[src/rtl/dds_freq_meter.sv]
// dds_freq_meter: recovers a DDS frequency control word from a sampled
// signed waveform. It counts clock cycles over 2^NP input periods, where
// a period runs between rising zero-crossings detected with hysteresis.
// It then divides 2^(PW+NP) by that count with a restoring divider.
//
// Ports:
//   clk      system clock
//   rst      synchronous, active-high reset
//   en       measurement enable; low forces IDLE and aborts any divide
//   in       signed input sample, one per clock
//   freq     measured frequency word (same scaling as the DDS word), held
//   valid    one-cycle pulse when freq is updated
//   timeout  high in a valid cycle whose result is a timeout (freq = 0)
//   busy     divider running
module dds_freq_meter #(
    parameter int PW   = 32,
    parameter int DW   = 10,
    parameter int NP   = 4,
    parameter int CW   = 24,
    parameter int HYST = 8
) (
    input  logic                 clk,
    input  logic                 rst,
    input  logic                 en,
    input  logic signed [DW-1:0] in,
    output logic signed [PW-1:0] freq,
    output logic                 valid,
    output logic                 timeout,
    output logic                 busy
);

    localparam int QW  = PW + NP + 1;          // quotient bits = divide iterations
    localparam int ITW = $clog2(QW);
    localparam logic signed [DW-1:0] HP = DW'(HYST);
    localparam logic signed [DW-1:0] HN = -HP;
    localparam logic [CW-1:0] CMAX = {CW{1'b1}};
    // Largest positive PW-bit signed word, widened to the quotient width.
    localparam logic [QW-1:0] FMAX = {{(NP + 2){1'b0}}, {(PW - 1){1'b1}}};

    typedef enum logic {IDLE, MEAS} state_t;

    state_t               state, state_n;
    logic signed [DW-1:0] s;
    logic                 arm;
    logic [CW-1:0]        cnt;      // cycles in the current window
    logic [CW-1:0]        icnt;     // cycles spent in IDLE without a crossing
    logic [NP-1:0]        ncross;
    logic [CW-1:0]        dvs;
    logic [CW-1:0]        rem;
    logic [CW-1:0]        rem_n;
    logic [QW-2:0]        quo;
    logic [QW-1:0]        q_next;
    logic [ITW-1:0]       it;
    logic [CW:0]          trial;
    logic                 qbit;
    logic                 x, close, tmo, start_div;

    // Crossing detection, window control and next state.
    always_comb begin
        // NOTE: every signal gets a default before any branch so no latch is inferred.
        x         = en && arm && (s >= HP);
        close     = (state == MEAS) && x && (ncross == {NP{1'b1}});
        // A closing crossing beats a timeout; an IDLE crossing also prevents one.
        tmo       = en && !close &&
                    (((state == MEAS) && (cnt == CMAX)) ||
                     ((state == IDLE) && !x && (icnt == CMAX)));
        start_div = close && !busy;
        state_n   = state;
        if (!en || tmo) begin
            state_n = IDLE;
        end else if ((state == IDLE) && x) begin
            state_n = MEAS;
        end
    end

    // One restoring-divide step. The dividend 2^(PW+NP) is a single one
    // followed by zeros, so only the first iteration shifts in a 1.
    always_comb begin
        trial = {rem, (it == '0)};
        qbit  = 1'b0;
        rem_n = trial[CW-1:0];
        if (trial >= {1'b0, dvs}) begin
            qbit  = 1'b1;
            rem_n = CW'(trial - {1'b0, dvs});
        end
        q_next = {quo, qbit};
    end

    always_ff @(posedge clk) begin
        if (rst) begin
            state <= IDLE;
        end else begin
            state <= state_n;
        end
    end

    always_ff @(posedge clk) begin
        if (rst) begin
            s       <= '0;
            arm     <= 1'b0;
            cnt     <= '0;
            icnt    <= '0;
            ncross  <= '0;
            dvs     <= '0;
            rem     <= '0;
            quo     <= '0;
            it      <= '0;
            busy    <= 1'b0;
            freq    <= '0;
            valid   <= 1'b0;
            timeout <= 1'b0;
        end else begin
            // NOTE: non-blocking assignments so every register samples pre-edge values.
            s       <= in;
            valid   <= 1'b0;
            timeout <= 1'b0;

            if (!en || tmo || x) begin
                arm <= 1'b0;
            end else if (s <= HN) begin
                arm <= 1'b1;
            end

            if (!en || tmo) begin
                cnt    <= '0;
                icnt   <= '0;
                ncross <= '0;
            end else if (state == IDLE) begin
                if (x) begin
                    cnt    <= CW'(1);
                    ncross <= '0;
                    icnt   <= '0;
                end else begin
                    icnt <= icnt + 1'b1;
                end
            end else if (close) begin
                // The closing crossing is also the first edge of the next window.
                cnt    <= CW'(1);
                ncross <= '0;
            end else begin
                cnt <= cnt + 1'b1;
                if (x) begin
                    ncross <= ncross + 1'b1;
                end
            end

            if (tmo) begin
                valid   <= 1'b1;
                timeout <= 1'b1;
                freq    <= '0;
            end

            if (!en || tmo) begin
                busy <= 1'b0;
            end else if (start_div) begin
                busy <= 1'b1;
                dvs  <= cnt;
                rem  <= '0;
                quo  <= '0;
                it   <= '0;
            end else if (busy) begin
                rem <= rem_n;
                quo <= q_next[QW-2:0];
                it  <= it + 1'b1;
                if (it == ITW'(QW - 1)) begin
                    busy  <= 1'b0;
                    valid <= 1'b1;
                    freq  <= (q_next > FMAX) ? FMAX[PW-1:0] : q_next[PW-1:0];
                end
            end
        end
    end

endmodule

[config.mk]
export PLATFORM = sky130hd
export DESIGN_NAME = dds_freq_meter
export DESIGN_NICKNAME = d
export VERILOG_FILES = /design/src/rtl/dds_freq_meter.sv
export SDC_FILE = /design/constraint.sdc
export NUM_CORES = 1
export LEC_CHECK = 0
export BUFFER_PORTS_ARGS = -buffer_cell sky130_fd_sc_hd__buf_2
export CAP_MARGIN = 40
export CORE_ASPECT_RATIO = 1.2
export CORE_MARGIN = 1
export CORE_UTILIZATION = 65
export CTS_BUF_LIST = sky130_fd_sc_hd__clkbuf_16
export CTS_CLUSTER_DIAMETER = 200
export DETAILED_ROUTE_END_ITERATION = 10
export GPL_TIMING_DRIVEN = 1
export PLACE_DENSITY_LB_ADDON = 0.3
export SYNTH_ARGS = -nofsm -noshare
export SYNTH_HDL_FRONTEND = slang
export SYNTH_SLANG_ARGS = --single-unit
[constraint.sdc]
create_clock -name clk -period 9.1 [get_ports clk]
set_input_delay 0.91 -clock clk [delete_from_list [all_inputs] [get_ports clk]]
set_output_delay 0.91 -clock clk [all_outputs]
set_load 0.01 [all_outputs]
======== After elaboration in Yosys (flattened, before gate mapping) ========
Cells that the tools add are included.
storage, ports and cells
  logic and storage cells ................. 86
  memory bits (read-only) ................. 0
  input bits .............................. 13
  bits in latches ......................... 0
  memories ................................ 0
  output and inout bits ................... 35
  RAM bits ................................ 0
  bits in registers ....................... 189
operators by class
  equality and inequality tests ........... 4
  $lt $le $gt $ge ......................... 4
  reduce and logical (&&, ||, !) cells .... 27
  shift-type cells ........................ 0
  $add $sub $neg .......................... 5
  divide/modulo/power cells ............... 0
  bitwise logic cells ..................... 2
  mux-type cells .......................... 30
  multipliers ............................. 0
operators by type and width
  operator                 count
  $mux W32                 6
  $mux W24                 7
  $mux W36                 2
  $add A24 B1 Y24 const B  2
  $eq A24 B24 Y1 const B   2
  $gt A37 B31 Y1 const B   1
  $ge A25 B24 Y1           1
  $sub A24 B24 Y24         1
  $mux W4                  4
  $mux W6                  2
  $logic_and A1 B1 Y1      11
  $ge A10 B5 Y1 const B    1
  $le A10 B4 Y1 const B    1
  $mux W1                  9
  $add A6 B1 Y6 const B    1
  $eq A6 B6 Y1 const B     1
  $logic_not A6 Y1         1
  $reduce_and A2 Y1        3
  $reduce_bool A2 Y1       3
  $add A4 B1 Y4 const B    1
  $eq A4 B4 Y1 const B     1
  $logic_not A1 Y1         4
  $reduce_or A2 Y1         2
  $logic_or A1 B1 Y1       3
  $not A1 Y1               2

======== Logic depth before layout (Yosys ltp) ========
Gate-level depths: netlist of the first run.
  depth in word-level cells ............... 12
  gate-level depth with buffers ........... 14
  mapped depth without buffers ............ 14

======== Worst setup path after synthesis of the first run ========
No wires, ideal clock.
  kind .................................... register to register
  start point ............................. register it[0]
  end point ............................... register rem[6]
  setup slack ............................. 5,988 ps
  cell stages (with the launch flop) ...... 14
  arrival ................................. 3,050 ps
  library setup time ...................... 62 ps
  required time ........................... 9,038 ps
  buffers on the path ..................... 0
  clock period less this slack ............ 3,112 ps
  cell sequence ........................... dfxtp_1 -> inv_1 -> ha_1 -> nand2_1 -> or3_1 -> ha_1 -> nand3b_1 -> a21o_1 -> a31o_4 -> o311ai_4 -> nand2_2 -> o311a_4 -> or4_1 -> nand3_1
between the ends
  longest elaborated chain between the ends .. 5
  elaborated cells on any way between the ends .. 6
  classes of those cells .................. add/sub (1); order compare (1); mux (3); reduce/logical (1)
RTL lines
  item                                                RTL line  source
  start, declared                                     53        logic [ITW-1:0] it;
  start signal, assigned                              164       it <= it + 1'b1;
  $logic_not A6 Y1 (*)                                79        trial = {rem, (it == '0)};
  $sub A24 B24 Y24 or $ge A25 B24 Y1 (tied branches)  84, 82
  $mux W24 (*)                                        82        if (trial >= {1'b0, dvs}) begin
  $mux W24 (*)                                        161       end else if (busy) begin
  $mux W24 (*)                                        155       end else if (start_div) begin
  end signal, assigned                                162       rem <= rem_n;
  end, declared                                       49        logic [CW-1:0] rem;
Every way passes the cells marked *; elsewhere a longest branch is shown, timed or not. The select of a mux whose other input is x is not followed.
A chain may end at the register's enable or synchronous reset.

======== Final worst setup path of the first run ========
Ends and elaborated chain as after synthesis.

==> results of run 1 <==
-- flip-flops by register name, summed over array words and instances, names as in the netlist --
signal   count
icnt        24
s           10
busy         1
ncross       4
cnt         24
freq        32
rem         24
it           6
timeout      1
state        1
dvs         24
quo         36
arm          1
valid        1
-- cell families (layout without fill, tap and decap cells) --
kind of cell	Yosys count	after routing	synth area share
xor gates and xnor gates	44	44	0.0437
buffers and inverters	103	127	0.0444
AOI/OAI and AO/OA	263	263	0.199
muxes	3	3	0.00340
adders and majority gates	30	30	0.0434
DFF	189	189	0.429
and+or+nand+nor	456	456	0.237
-- layer usage --
layer	global-route usage	share of wire	wire, um	up-vias
met3	0.0498	0.035	715	36
met1	0.366	0.43	8720	3694
met4	0.121	0.021	425	0
met2	0.538	0.51	10400	180
li1	-	-	-	3865
met5	0	0	0	-
-- final cells by class --
class | instances | area (um2) | share of cell area
Clock buffer | 17 | 425 | 0.0436
Sequential cell | 189 | 3780 | 0.387
Multi-Input combinational cell | 796 | 4660 | 0.477
Tap cell | 168 | 210 | 0.0215
Clock inverter | 15 | 149 | 0.0152
Inverter | 36 | 135 | 0.0138
Timing Repair Buffer | 59 | 407 | 0.0416
-- worst max path at each step --
stage / endpoint / cells past startpoint / startpoint
4_1_cts: rem[6] / 13 / it[0]
5_1_grt: rem[6] / 13 / it[0]
2_1_floorplan: rem[6] / 13 / it[0]
3_3_place_gp: freq[15] / 8 / en
3_5_place_dp: freq[26] / 9 / en
6_report: rem[6] / 13 / it[0]
-- worst max-delay path: stages, from the launching register on --
cell and delay (ps):
dfxtp_1 340, inv_1 90, ha_1 140, nand2_1 60
or3_1 360, ha_1 230, nand3b_1 200, a21o_1 200
a31o_4 270, o311ai_4 280, nand2_2 120, o311a_4 520
or4_1 530, nand3_1 90
-- through the flow --
| stage | utilization | setup WS, ps |
|---|---|---|
| after floorplan | - | 5990 |
| after global placement | 0.685 | 5290 |
| after detailed placement | 0.694 | 5480 |
| after CTS | 0.738 | 5610 |
| after global routing | 0.738 | 5430 |
| final | 0.738 | 5580 |
-- cells in the final DEF (no fill, tap or decap), types with 5 or more instances in the layout --
cell type  count
a211oi_1      34
a21o_1         7
a21oi_1       97
a22oi_1       41
a311oi_1       8
a31oi_1        5
a32oi_1        7
and3_1        20
buf_2         46
buf_4          7
clkbuf_16     17
dfxtp_1      189
ha_1          29
inv_1         36
inv_6          7
nand2_1      117
nand2b_1       5
nand3_1       68
nand4_1       19
nor2_1       157
nor2b_1       17
nor3_1        21
o21ai_0       28
or3_1          7
xnor2_1       26
xor2_1        18
-- report_power, final --
part	internal, uW	switching, uW	total, uW	leakage, uW
Sequential	829	2.21	832	0.00152
Combinational	8.23	20.2	28.4	0.00178
Clock	387	344	731	0.000279
==> flow_metrics.tcl, run 1 <==
set metrics [dict create \
    h-tree-depth 4 \
    clk_latency_ps 440 \
    clockRootBuffer "clkbuf_16" \
    reg2regPathDepth 13 \
    syn_area_um2 8820 \
    routedWlPerCell_um 15.8 \
    finalWirelength_um 20200 \
    dr.pass1.iters 5 \
    track_usage 0.304 \
    layout.cells.non_filler 1280 \
    irDropWorstVdd_mv 0.121 \
    worst_pin_slew_ps 892 \
    arrival_ps 3890 \
    end_kind "flip-flop" \
    post-route-period-util 0.386 \
    r2r_start "it[0]" \
    critPathKind "reg2reg" \
    num_rows 46 \
    synthesis.nets 1131 \
    cts_buffers 17 \
    period_minus_slack_ps 3520 \
    place_area_um2 9190 \
    critPathLaunchType "flip-flop" \
    die_x_um 108 \
    yosysMostFrequentCell "dfxtp_1" \
    drv_slew 0 \
    seq_area_frac_synth 0.429 \
    slew_headroom 0.405 \
    min-delay-path-class "reg2reg" \
    finalClockSkew_ps 13.0 \
    rr_endpoint "rem[6]" \
    place_hpwl_um 13200 \
    cts_tree "yes" \
    synthTopCellsByCount "dfxtp_1, nor2_1, nand2_1" \
    grt_pass1_vias 7230 \
    route.detailed.drc 0 \
    grt_max_degree 82 \
    antenna_cells 0 \
    die_area_um2 14000 \
    fin_area_um2 9770 \
    clock.fmax_ghz 0.284 \
    ys_seq_elements 189 \
    yosysUniqueCellTypes 62 \
    whs_endpoint "dvs[23]" \
    area_growth_syn_to_layout_pct 10.7 \
    synth_area_leader_cell "dfxtp_1" \
    power_density_nw_per_um2 163 \
    fillCellCount 1007 \
    yosys.area.top_type_share 0.429 \
    cts_num_sinks 189 \
    yosys_warnings 0 \
    final_net_count 1142 \
    setup_viol 0 \
    synth_top_flop_cell "dfxtp_1" \
    antenna_found_initial 0 \
    rsz0062_at_grt "no" \
    hp-start "dvs[23]" \
    grt_pass1_wl_um 34100 \
    drv_cap 0 \
    hold_depth 2 \
    timing.setup.tns_ps 0 \
    crit_path_max_fanout 24 \
    postCtsResizedCells 0 \
    ant_nets 0 \
    path_clk_slew_ps 70 \
    drive_gt1_frac 0.0917 \
    routed_via_density 6.07 \
    grt_overflow 0 \
    ctsLongestPathBuffers 2 \
    ctsHoldBuffers 0 \
    status "finished, final reports clean" \
    r2r_setup_slack_ps 5580 \
    vias 7775 \
    p_total_uw 1590 \
    hold_viol 0 \
    hold_slack_ps 456 \
    portBuffers 47 \
    syn_inst 1088 \
    required_ps 9480 \
    gp_congestion 0.875 \
    leakage_uw 0.00358 \
    ios 48 \
    postSynthAreaPerCell_um2 8.11 \
    synth_edf_count 0 \
    dieHeight_um 130 \
    synth_area_leaders "dfxtp_1, nor2_1, a21oi_1, nand2_1, ha_1" \
    drtIter0Drc 503 \
    initial_core_util 0.666 \
    coreArea_um2 13200 \
    postCtsSetupRepairBufs 0 \
    place_inst 1248 \
    async_flop_share 0 \
]
Note: power is estimated with default switching activity, not from simulation.
==> run 2: changes to the inputs <==
--- a/config.mk
+++ b/config.mk
@@ -9,7 +9,7 @@
 export CAP_MARGIN = 40
 export CORE_ASPECT_RATIO = 1.2
 export CORE_MARGIN = 1
-export CORE_UTILIZATION = 65
+export CORE_UTILIZATION = 55
 export CTS_BUF_LIST = sky130_fd_sc_hd__clkbuf_16
 export CTS_CLUSTER_DIAMETER = 200
 export DETAILED_ROUTE_END_ITERATION = 10
==> constraint.sdc (replaced) <==
create_clock -name clk -period 2.96 [get_ports clk]
set_input_delay 0.296 -clock clk [delete_from_list [all_inputs] [get_ports clk]]
set_output_delay 0.296 -clock clk [all_outputs]
set_load 0.01 [all_outputs]
==> run 2 against run 1 <==
  * The run now ends with setup timing left
  * Fmax is 13% higher
  * Clock skew decreased by 6.6 ps
  * Final cell count up 7.2%
  * Die area up 18%
  * Largest power group unchanged
  * Sequential share of layout area down 2.3 points
  * Critical path depth up 1
  * Sequential power grew to 3.1 times the previous value
  * First-iteration DRC count down 3.6%
==> flow_metrics.tcl, run 2 (synthesis gave the netlist of run 1 again) <==
set metrics [dict create \
    end_kind "flip-flop" \
    power_density_nw_per_um2 479 \
    hold_slack_ps 63.5 \
    worstPathCellList "inv_2, ha_4, nand2_4, or3_4, ha_4, nand3b_1, a21o_1, a31o_4, o311ai_4, nand2_2, o311ai_4, buf_6, nor3_1, a221o_1" \
    dieHeight_um 141 \
    cts_tree "yes" \
    irDropWorstVdd_mv 0.495 \
    antenna_cells 0 \
    ctsLongestPathBuffers 2 \
    track_usage 0.257 \
    coreArea_um2 15600 \
    final_common_cell "dfxtp_1" \
    vias 7988 \
    die_area_um2 16500 \
    multi_input_comb_area_um2 4820 \
    hold_viol 0 \
    min-delay-path-class "in2reg" \
    critPathLaunchType "flip-flop" \
    drive_gt1_frac 0.150 \
    timing.setup.tns_ps -1140 \
    r2r_start "it[0]" \
    p_total_uw 4970 \
    place_hpwl_um 13600 \
    status "finished, violations left" \
    whs_endpoint "s[2]" \
    top_layer "met4" \
    grt_max_degree 68 \
    m1WireLength_um 9190 \
    ios 48 \
    num_rows 50 \
    clk_latency_ps 440 \
    post-route-period-util 1.05 \
    routedWlPerCell_um 15.4 \
    wl_met2_um 10300 \
    slew_headroom 0.396 \
    r2r_setup_slack_ps -150 \
    antenna_found_initial 0 \
    grt_overflow 0 \
    clockRootBuffer "clkbuf_16" \
    hold_depth 2 \
    grt_pass1_vias 7292 \
    setup_viol 16 \
    final_net_count 1194 \
    path_clk_slew_ps 70 \
    ant_nets 0 \
    cts_num_sinks 189 \
    routed_via_density 5.82 \
    fillCellCount 1276 \
    largest_reg_flops 36 \
    critPathSlowestCell "o311ai_4" \
    route.detailed.drc 0 \
    crit_path_max_fanout 6 \
    dr_wl_met3_um 898 \
    portBuffers 47 \
    worst_pin_slew_ps 906 \
    top_regs "quo (36), freq (32)" \
    finalClockSkew_ps 6.40 \
    rsz0062_at_grt "yes" \
    h-tree-depth 4 \
    arrival_ps 3440 \
    drv_cap 0 \
    die_x_um 118 \
    finalWirelength_um 21200 \
    dr.pass1.iters 6 \
    regMostFlops "quo" \
    cts_buffers 17 \
    gp_congestion 0.891 \
    hp-start "in[2]" \
    violations "setup timing" \
    grt_pass1_wl_um 35100 \
    critPathKind "reg2reg" \
    required_ps 3280 \
    setup_ws_ps -154 \
    slowest_delay_ps 370 \
    area_growth_syn_to_layout_pct 17.7 \
    clock.fmax_ghz 0.321 \
    reg2regPathDepth 14 \
    initial_core_util 0.564 \
    regArea_um2 3780 \
    place_ws_ps -136 \
    leakage_uw 0.00391 \
    drtIter0Drc 485 \
    drv_slew 0 \
    rr_endpoint "rem[0]" \
    period_minus_slack_ps 3110 \
    final_cell_mix "dfxtp_1, nor2_1, nand2_1" \
]
-- run 2: worst max path at each step --
stage / start / to / slack [ps]
2_1_floorplan: it[0] / rem[6] / -10
3_3_place_gp: it[0] / rem[6] / -50
3_5_place_dp: it[0] / rem[22] / -140
4_1_cts: it[0] / rem[6] / -70
5_1_grt: it[0] / rem[6] / -240
6_report: it[0] / rem[0] / -150
-- run 2: layout make-up --
| cell class | instances | area share |
|---|---|---|
| clock buffers | 17 | 0.0410 |
| clock inverters | 15 | 0.0166 |
| inverters | 36 | 0.0130 |
| multi-input cells | 797 | 0.464 |
| flip-flops and latches | 189 | 0.364 |
| well taps | 208 | 0.0251 |
| repair buffers | 110 | 0.0761 |
-- run 2: critical path, delay by kind of cell (launching register included) --
kind            cells  cell delay [ps]
flops               1              330
buf+inv             2              250
simple gates        5              780
compound gates      5             1310
fa+ha+maj           2              320
-- run 2: what timing repair did --
action / in CTS / in global routing
hold buffers: 0 / 0
pin swaps: 3 / 11
cloned: 0 / 1
setup buffers: 20 / 6
endpoints found under the setup margin: 14 / 31
gates resized for setup: 12 / 21
-- run 2: power breakdown --
part           internal, uW  switching, uW  total [uW]  leakage (uW)
clock network          1330           1010        2330      0.000285
logic                  23.7           61.8        85.5       0.00210
registers              2550           5.44        2560       0.00153
total                  3900           1070        4970       0.00391
-- run 2: stage by stage --
step	std cells	cell area, um2	utilization
floorplan	1088	8830	-
global placement	1314	9390	0.600
detailed placement	1316	9450	0.604
CTS	1368	10200	0.655
global route	1372	10400	0.664
finish	1372	10400	0.664
-- run 2: per-layer routing --
layer / global-route usage / vias to the layer above
met5: 0 / -
met4: 0.126 / 0
met3: 0.0550 / 56
met2: 0.428 / 212
met1: 0.317 / 3740
li1: - / 3980
